[config.mk]
export PLATFORM = sky130hd
export DESIGN_NAME = axis_rr_pkt_arbiter_flat
export DESIGN_NICKNAME = d
export VERILOG_FILES = /design/src/rtl/axis_rr_pkt_arbiter_if.sv /design/src/rtl/axis_rr_pkt_arbiter.sv /design/src/flat_wrapper.sv
export SDC_FILE = /design/constraint.sdc
export NUM_CORES = 1
export LEC_CHECK = 0
export ABC_AREA = 1
export ABC_CLOCK_PERIOD_IN_PS = 1440
export CELL_PAD_IN_SITES_DETAIL_PLACEMENT = 0
export CELL_PAD_IN_SITES_GLOBAL_PLACEMENT = 2
export CORE_ASPECT_RATIO = 1.2
export CORE_UTILIZATION = 15
export DETAILED_ROUTE_END_ITERATION = 6
export GPL_TIMING_DRIVEN = 0
export PLACE_DENSITY_LB_ADDON = 0.25
export SYNTH_ARGS = -nofsm -noshare
export SYNTH_HDL_FRONTEND = slang
export SYNTH_SLANG_ARGS = --single-unit
[constraint.sdc]
create_clock -name clk -period 1.44 [get_ports clk]
set_input_delay 0.144 -clock clk [delete_from_list [all_inputs] [get_ports clk]]
set_output_delay 0.144 -clock clk [all_outputs]
set_load 0.02 [all_outputs]
[src/rtl/axis_rr_pkt_arbiter_if.sv]
// Bundle of the source-side and merged-output AXI-Stream signals of the
// round-robin packet arbiter.
//   s_valid/s_data/s_keep/s_last : NUM_SRC sources, lane i at [i*W +: W]
//   s_ready                      : per-source ready back to the sources
//   m_valid/m_data/m_keep/m_last : merged registered output stream
//   m_src                        : index of the source that produced m_data
//   m_ready                      : downstream ready
// Modports: slave = the arbiter, master = the environment around it.
interface axis_rr_pkt_arbiter_if #(
  parameter int NUM_SRC         = 4,
  parameter int DATA_WIDTH      = 32,
  parameter int DATA_BYTE_WIDTH = DATA_WIDTH / 8,
  parameter int SRC_WD          = $clog2(NUM_SRC)
) ();
  logic [NUM_SRC-1:0]                 s_valid;
  logic [NUM_SRC*DATA_WIDTH-1:0]      s_data;
  logic [NUM_SRC*DATA_BYTE_WIDTH-1:0] s_keep;
  logic [NUM_SRC-1:0]                 s_last;
  logic [NUM_SRC-1:0]                 s_ready;
  logic                               m_valid;
  logic [DATA_WIDTH-1:0]              m_data;
  logic [DATA_BYTE_WIDTH-1:0]         m_keep;
  logic                               m_last;
  logic [SRC_WD-1:0]                  m_src;
  logic                               m_ready;

  modport slave (
    input  s_valid, s_data, s_keep, s_last, m_ready,
    output s_ready, m_valid, m_data, m_keep, m_last, m_src
  );

  modport master (
    output s_valid, s_data, s_keep, s_last, m_ready,
    input  s_ready, m_valid, m_data, m_keep, m_last, m_src
  );
endinterface

[src/rtl/axis_rr_pkt_arbiter.sv]
// Packet-granular round-robin arbiter: shares one AXI-Stream output slice
// between NUM_SRC sources. A grant is held from the first accepted beat of
// a packet through its last beat, so packets never interleave.
//   clk   : clock, rising edge
//   rst_n : asynchronous active-low reset
//   bus   : source and output stream signals (slave modport)
//   busy  : high while a grant is held
module axis_rr_pkt_arbiter #(
  parameter int NUM_SRC         = 4,
  parameter int DATA_WIDTH      = 32,
  parameter int DATA_BYTE_WIDTH = DATA_WIDTH / 8,
  parameter int SRC_WD          = $clog2(NUM_SRC)
) (
  input  logic                 clk,
  input  logic                 rst_n,
  axis_rr_pkt_arbiter_if.slave bus,
  output logic                 busy
);

  typedef enum logic {
    IDLE = 1'b0,
    BUSY = 1'b1
  } state_t;

  localparam logic [SRC_WD-1:0] PTR_RST = SRC_WD'(NUM_SRC - 1);

  state_t                     state_q, state_d;
  logic [SRC_WD-1:0]          gnt_q, gnt_d;
  logic [SRC_WD-1:0]          ptr_q, ptr_d;
  logic                       m_valid_q, m_valid_d;
  logic [DATA_WIDTH-1:0]      m_data_q, m_data_d;
  logic [DATA_BYTE_WIDTH-1:0] m_keep_q, m_keep_d;
  logic                       m_last_q, m_last_d;
  logic [SRC_WD-1:0]          m_src_q, m_src_d;

  logic [SRC_WD-1:0]          pick;
  logic                       rr_found;
  int unsigned                rr_idx;
  logic [SRC_WD-1:0]          rr_cand;

  logic                       sel_valid;
  logic                       sel_last;
  logic [DATA_WIDTH-1:0]      sel_data;
  logic [DATA_BYTE_WIDTH-1:0] sel_keep;
  logic                       slot_free;
  logic                       accept;
  logic [NUM_SRC-1:0]         s_ready;

  // Search upward from ptr+1; the modulo keeps the wrap at NUM_SRC even when
  // NUM_SRC is not a power of two.
  always_comb begin
    pick     = '0;
    rr_found = 1'b0;
    rr_idx   = 0;
    rr_cand  = '0;
    for (int unsigned i = 1; i <= NUM_SRC; i++) begin
      rr_idx  = (32'(ptr_q) + i) % NUM_SRC;
      rr_cand = rr_idx[SRC_WD-1:0];
      if (!rr_found && bus.s_valid[rr_cand]) begin
        pick     = rr_cand;
        rr_found = 1'b1;
      end
    end
  end

  // Lanes of the granted source.
  always_comb begin
    sel_valid = 1'b0;
    sel_last  = 1'b0;
    sel_data  = '0;
    sel_keep  = '0;
    for (int unsigned i = 0; i < NUM_SRC; i++) begin
      if (gnt_q == SRC_WD'(i)) begin
        sel_valid = bus.s_valid[i];
        sel_last  = bus.s_last[i];
        sel_data  = bus.s_data[i*DATA_WIDTH +: DATA_WIDTH];
        sel_keep  = bus.s_keep[i*DATA_BYTE_WIDTH +: DATA_BYTE_WIDTH];
      end
    end
  end

  assign slot_free = !m_valid_q || bus.m_ready;
  assign accept    = (state_q == BUSY) && sel_valid && slot_free;

  always_comb begin
    s_ready = '0;
    for (int unsigned i = 0; i < NUM_SRC; i++) begin
      s_ready[i] = (state_q == BUSY) && (gnt_q == SRC_WD'(i)) && slot_free;
    end
  end

  always_comb begin
    state_d = state_q;
    gnt_d   = gnt_q;
    ptr_d   = ptr_q;
    case (state_q)
      IDLE: begin
        if (|bus.s_valid) begin
          state_d = BUSY;
          gnt_d   = pick;
        end
      end
      BUSY: begin
        if (accept && sel_last) begin
          state_d = IDLE;
          ptr_d   = gnt_q;
        end
      end
      default: state_d = IDLE;
    endcase
  end

  // A new beat overwrites a beat being drained in the same cycle.
  always_comb begin
    m_valid_d = m_valid_q;
    m_data_d  = m_data_q;
    m_keep_d  = m_keep_q;
    m_last_d  = m_last_q;
    m_src_d   = m_src_q;
    if (accept) begin
      m_valid_d = 1'b1;
      m_data_d  = sel_data;
      m_keep_d  = sel_keep;
      m_last_d  = sel_last;
      m_src_d   = gnt_q;
    end else if (m_valid_q && bus.m_ready) begin
      m_valid_d = 1'b0;
    end
  end

  always_ff @(posedge clk or negedge rst_n) begin
    if (!rst_n) begin
      state_q   <= IDLE;
      gnt_q     <= '0;
      ptr_q     <= PTR_RST;
      m_valid_q <= 1'b0;
      m_data_q  <= '0;
      m_keep_q  <= '0;
      m_last_q  <= 1'b0;
      m_src_q   <= '0;
    end else begin
      state_q   <= state_d;
      gnt_q     <= gnt_d;
      ptr_q     <= ptr_d;
      m_valid_q <= m_valid_d;
      m_data_q  <= m_data_d;
      m_keep_q  <= m_keep_d;
      m_last_q  <= m_last_d;
      m_src_q   <= m_src_d;
    end
  end

  assign bus.s_ready = s_ready;
  assign bus.m_valid = m_valid_q;
  assign bus.m_data  = m_data_q;
  assign bus.m_keep  = m_keep_q;
  assign bus.m_last  = m_last_q;
  assign bus.m_src   = m_src_q;
  assign busy        = (state_q == BUSY);

endmodule

[src/flat_wrapper.sv]
// flat-port wrapper written by rule: the top's interface ports become plain ports
module axis_rr_pkt_arbiter_flat 
#(
  parameter int NUM_SRC         = 4,
  parameter int DATA_WIDTH      = 32,
  parameter int DATA_BYTE_WIDTH = DATA_WIDTH / 8,
  parameter int SRC_WD          = $clog2(NUM_SRC)
)
  (clk, rst_n, busy, bus_s_valid, bus_s_data, bus_s_keep, bus_s_last, bus_m_ready, bus_s_ready, bus_m_valid, bus_m_data, bus_m_keep, bus_m_last, bus_m_src);
  axis_rr_pkt_arbiter_if #(.NUM_SRC(NUM_SRC), .DATA_WIDTH(DATA_WIDTH), .DATA_BYTE_WIDTH(DATA_BYTE_WIDTH), .SRC_WD(SRC_WD)) bus_i ();
  input  logic clk;
  input  logic rst_n;
  output logic busy;
  input wire logic [$bits(bus_i.s_valid)-1:0] bus_s_valid;
  input wire logic [$bits(bus_i.s_data)-1:0] bus_s_data;
  input wire logic [$bits(bus_i.s_keep)-1:0] bus_s_keep;
  input wire logic [$bits(bus_i.s_last)-1:0] bus_s_last;
  input wire logic [$bits(bus_i.m_ready)-1:0] bus_m_ready;
  output wire logic [$bits(bus_i.s_ready)-1:0] bus_s_ready;
  output wire logic [$bits(bus_i.m_valid)-1:0] bus_m_valid;
  output wire logic [$bits(bus_i.m_data)-1:0] bus_m_data;
  output wire logic [$bits(bus_i.m_keep)-1:0] bus_m_keep;
  output wire logic [$bits(bus_i.m_last)-1:0] bus_m_last;
  output wire logic [$bits(bus_i.m_src)-1:0] bus_m_src;
  assign bus_i.s_valid = bus_s_valid;
  assign bus_i.s_data = bus_s_data;
  assign bus_i.s_keep = bus_s_keep;
  assign bus_i.s_last = bus_s_last;
  assign bus_i.m_ready = bus_m_ready;
  assign bus_s_ready = bus_i.s_ready;
  assign bus_m_valid = bus_i.m_valid;
  assign bus_m_data = bus_i.m_data;
  assign bus_m_keep = bus_i.m_keep;
  assign bus_m_last = bus_i.m_last;
  assign bus_m_src = bus_i.m_src;
  axis_rr_pkt_arbiter #(.NUM_SRC(NUM_SRC), .DATA_WIDTH(DATA_WIDTH), .DATA_BYTE_WIDTH(DATA_BYTE_WIDTH), .SRC_WD(SRC_WD)) u_core (.clk(clk), .rst_n(rst_n), .bus(bus_i), .busy(busy));
endmodule
==> results of run 1 <==
critical path: cells and delay by family (launching register included):
kind	cells	cell delay (ns)
simple gates	4	0.31
compound gates	3	0.22
flops	1	0.44
buf+inv	3	0.49
per-layer routing:
| layer | track usage [%] | up-vias | part of all wire (%) |
|---|---|---|---|
| li1 | - | 1884 | - |
| met5 | 0 | - | 0 |
| met1 | 15.5 | 1755 | 37 |
| met2 | 27.6 | 98 | 56 |
| met4 | 3.92 | 0 | 1.7 |
| met3 | 3.15 | 12 | 5.0 |
power by group:
part / internal (mW) / switching, mW / leakage [nW] / total (mW)
Sequential: 1.91 / 0.379 / 0.556 / 2.29
Clock: 0.867 / 0.514 / 0.0831 / 1.38
Combinational: 4.36 / 5.19 / 2.32 / 9.55
Total: 7.13 / 6.09 / 2.96 / 13.2
area by class of cell:
cell class | instances | area share [%]
buffer | 28 | 4.99
clock buffer | 6 | 2.24
clock inverter | 2 | 0.607
inverter | 16 | 1.42
multi-input combinational | 330 | 29.3
sequential | 45 | 18.3
tap | 252 | 5.10
timing repair buffer | 230 | 38.1
worst paths after layout:
path,from,endpoint
max reg2reg,u_core.gnt_q[1]$_DFFE_PN0P_,u_core.bus.m_data[28]$_DFFE_PN0P_
max in group asynchronous,rst_n,u_core.ptr_q[0]$_DFFE_PN1P_
min in group clk,bus_s_data[103],u_core.bus.m_data[7]$_DFFE_PN0P_
min reg2reg,u_core.bus.m_data[21]$_DFFE_PN0P_,u_core.bus.m_data[21]$_DFFE_PN0P_
min,rst_n,u_core.bus.m_data[4]$_DFFE_PN0P_
max,u_core.gnt_q[1]$_DFFE_PN0P_,u_core.bus.m_data[28]$_DFFE_PN0P_
cells in the mapped netlist, drive strengths merged (2+ instances only):
library cell and n:
buf 21, nor3 2, dfrtp 43, clkbuf 7
nor2 9, a221oi 10, a21oi 26, nand2 164
nand3 70, o21ai 42, inv 16, nand4 3
dfstp 2
cells by family (layout without fill, tap and decap cells):
| kind of cell | after synthesis | count (layout) | share of synthesized area [%] |
|---|---|---|---|
| AOI/OAI and AO/OA | 82 | 82 | 16.4 |
| DFF | 45 | 45 | 39.4 |
| and+or+nand+nor | 248 | 248 | 36.6 |
| buffers and inverters | 44 | 282 | 7.65 |
through the flow:
step,setup WS (ns),utilization (%),instances,hold slack [ns],cell area [um2]
5_1_grt,-0.184,33.6,909,0.474,6190
3_5_place_dp,-0.660,28.1,871,0.209,5190
2_1_floorplan,-0.0253,-,419,-0.152,2860
3_3_place_gp,-1.25,28.0,870,0.467,5170
6_report,-0.123,33.6,909,0.402,6190
4_1_cts,-0.124,31.3,896,0.429,5770
flip-flops by register name, indices dropped and copies added, names as in the netlist:
| signal | cells |
|---|---|
| u_core.ptr_q | 2 |
| u_core.bus.m_src | 2 |
| u_core.bus.m_data | 32 |
| u_core.bus.m_last | 1 |
| u_core.busy | 1 |
| u_core.bus.m_valid | 1 |
| u_core.bus.m_keep | 4 |
| u_core.gnt_q | 2 |
timing repair:
action | in CTS | in global routing
endpoints found under the setup margin | 58 | 72
hold buffers | 1 | 0
resized for setup | 127 | 91
buffers inserted | 16 | 11
gates cloned | 0 | 2
hold endpoints to repair | 24 | 0
pin swaps | 10 | 13
==> results.yml, run 1 <==
outcome:
  status: "finished, violations left"
  violations: "setup timing"
finish:
  drive_gt1_share_pct: 22.5
  final_common_cell: "clkdlybuf4s50_1"
  num-fill-cells: 1940
  final_cell_mix: "clkdlybuf4s50_1 (160), nand2_1 (132), nand3_1 (69)"
  syn_to_final_growth_pct: 116
  seq_area_um2: 1130
  antennaDiodeCount: 0
  num-nets-final: 811
  multi_input_area_um2: 1810
route:
  drc_errors: 0
  wire_per_inst_um: 15.7
  first_iter_violations: 99
  drtPass1Iterations: 4
  ant_nets: 0
  viasPerCell: 4.12
  routed-via-count: 3749
  wl_um: 14300
sta:
  period_minus_slack_ns: 1.56
  setup_ws_ns: -0.123
  fin_crit_sh_pct: 109
  fin_worst_skew_ns: 0.0112
  worstMarginPinSlew_ns: 0.634
  finalSetupViolCount: 47
  fin_setup_tns_ns: -3.75
  fmax_mhz: 640
  drv_slew: 0
  hold_viol: 0
  rsz0062_at_grt: "yes"
  slew_headroom_pct: 57.7
power_and_ir_drop:
  p_leak_nw: 2.96
  totalPowerFinal_mw: 13.2
  ir_worst_vdd_uv: 723
  power_per_cell_area_nw_per_um2: 2140
critical_path:
  crit_chain: "inv_4 > nor2_4 > nand2_1 > o211ai_2 > o21ai_2 > nand2_4 > buf_8 > clkbuf_16 > nand2_4 > o21ai_1"
  startpoint_type: "flop"
  cp_max_fo: 7
  path_common_cell: "nand2_4"
  cp-end-kind: "flop"
  cp.required_ns: 1.61
  critPathKind: "flop to flop"
  r2r_slack_ns: -0.12
  worstPathArrival_ns: 1.73
  crit_path_top_delay_cell: "dfrtp_2"
  r2r_cells: 10
  cp_slowest_stage_delay_ns: 0.44
logic_synthesis:
  synth_top_flop_cell: "dfrtp_1"
  synth_nets: 574
  ys_top_cells_by_area: "dfrtp_1 (38%), nand2_1 (21%), nand3_1 (12%)"
  yosys_warnings: 0
  async_flop_share_pct: 100
  synth.cell_area_um2: 2860
  synth_top_area_share_pct: 37.6
  postSynthCellCount: 419
  ys_ff_latch: 45
  synth.distinct_cells: 27
  synth_edf_count: 0
  synth_top_area_cell: "dfrtp_1"
  syn_avg_cell_area_um2: 6.83
  ys_seq_area_share_pct: 39.4
global_route:
  grt_start_max_net_pins: 26
  grt_overflow: 0
  grt_pass1_vias: 3912
  antenna_found_initial: 0
  grt_pass1_wl_um: 21400
  grt_usage_pct: 14.4
cts:
  clk_latency_ns: 0.29
  clk_transition_reported_paths_ns: 0.07
  clockRootBuffer: "clkbuf_16"
  cts.sinks: 45
  htree_levels: 2
  cts-buffers-inserted: 5
  cts_buffer_depth: 2
  tritoncts: "yes"
floorplan:
  die_w_um: 128
  rows: 54
  coreArea_um2: 18400
  die_h_um: 153
  initial_core_util_pct: 15.5
  ios: 200
  die_area_um2: 19600
place:
  dpl.hpwl_um: 11000
  place_congestion: 0.708
  port_buffers: 199
min_path:
  holdCritPathClass: "primary input to async pin"
flow_run:
  drv_cap: 0
No activity file was read; power rests on OpenSTA's default activity.
==> run 2, diff against run 1 <==
- ABC_CLOCK_PERIOD_IN_PS: 1440 -> not set
==> results of run 2 <==
Final layout, timing and power as in run 1 (identical DEF).
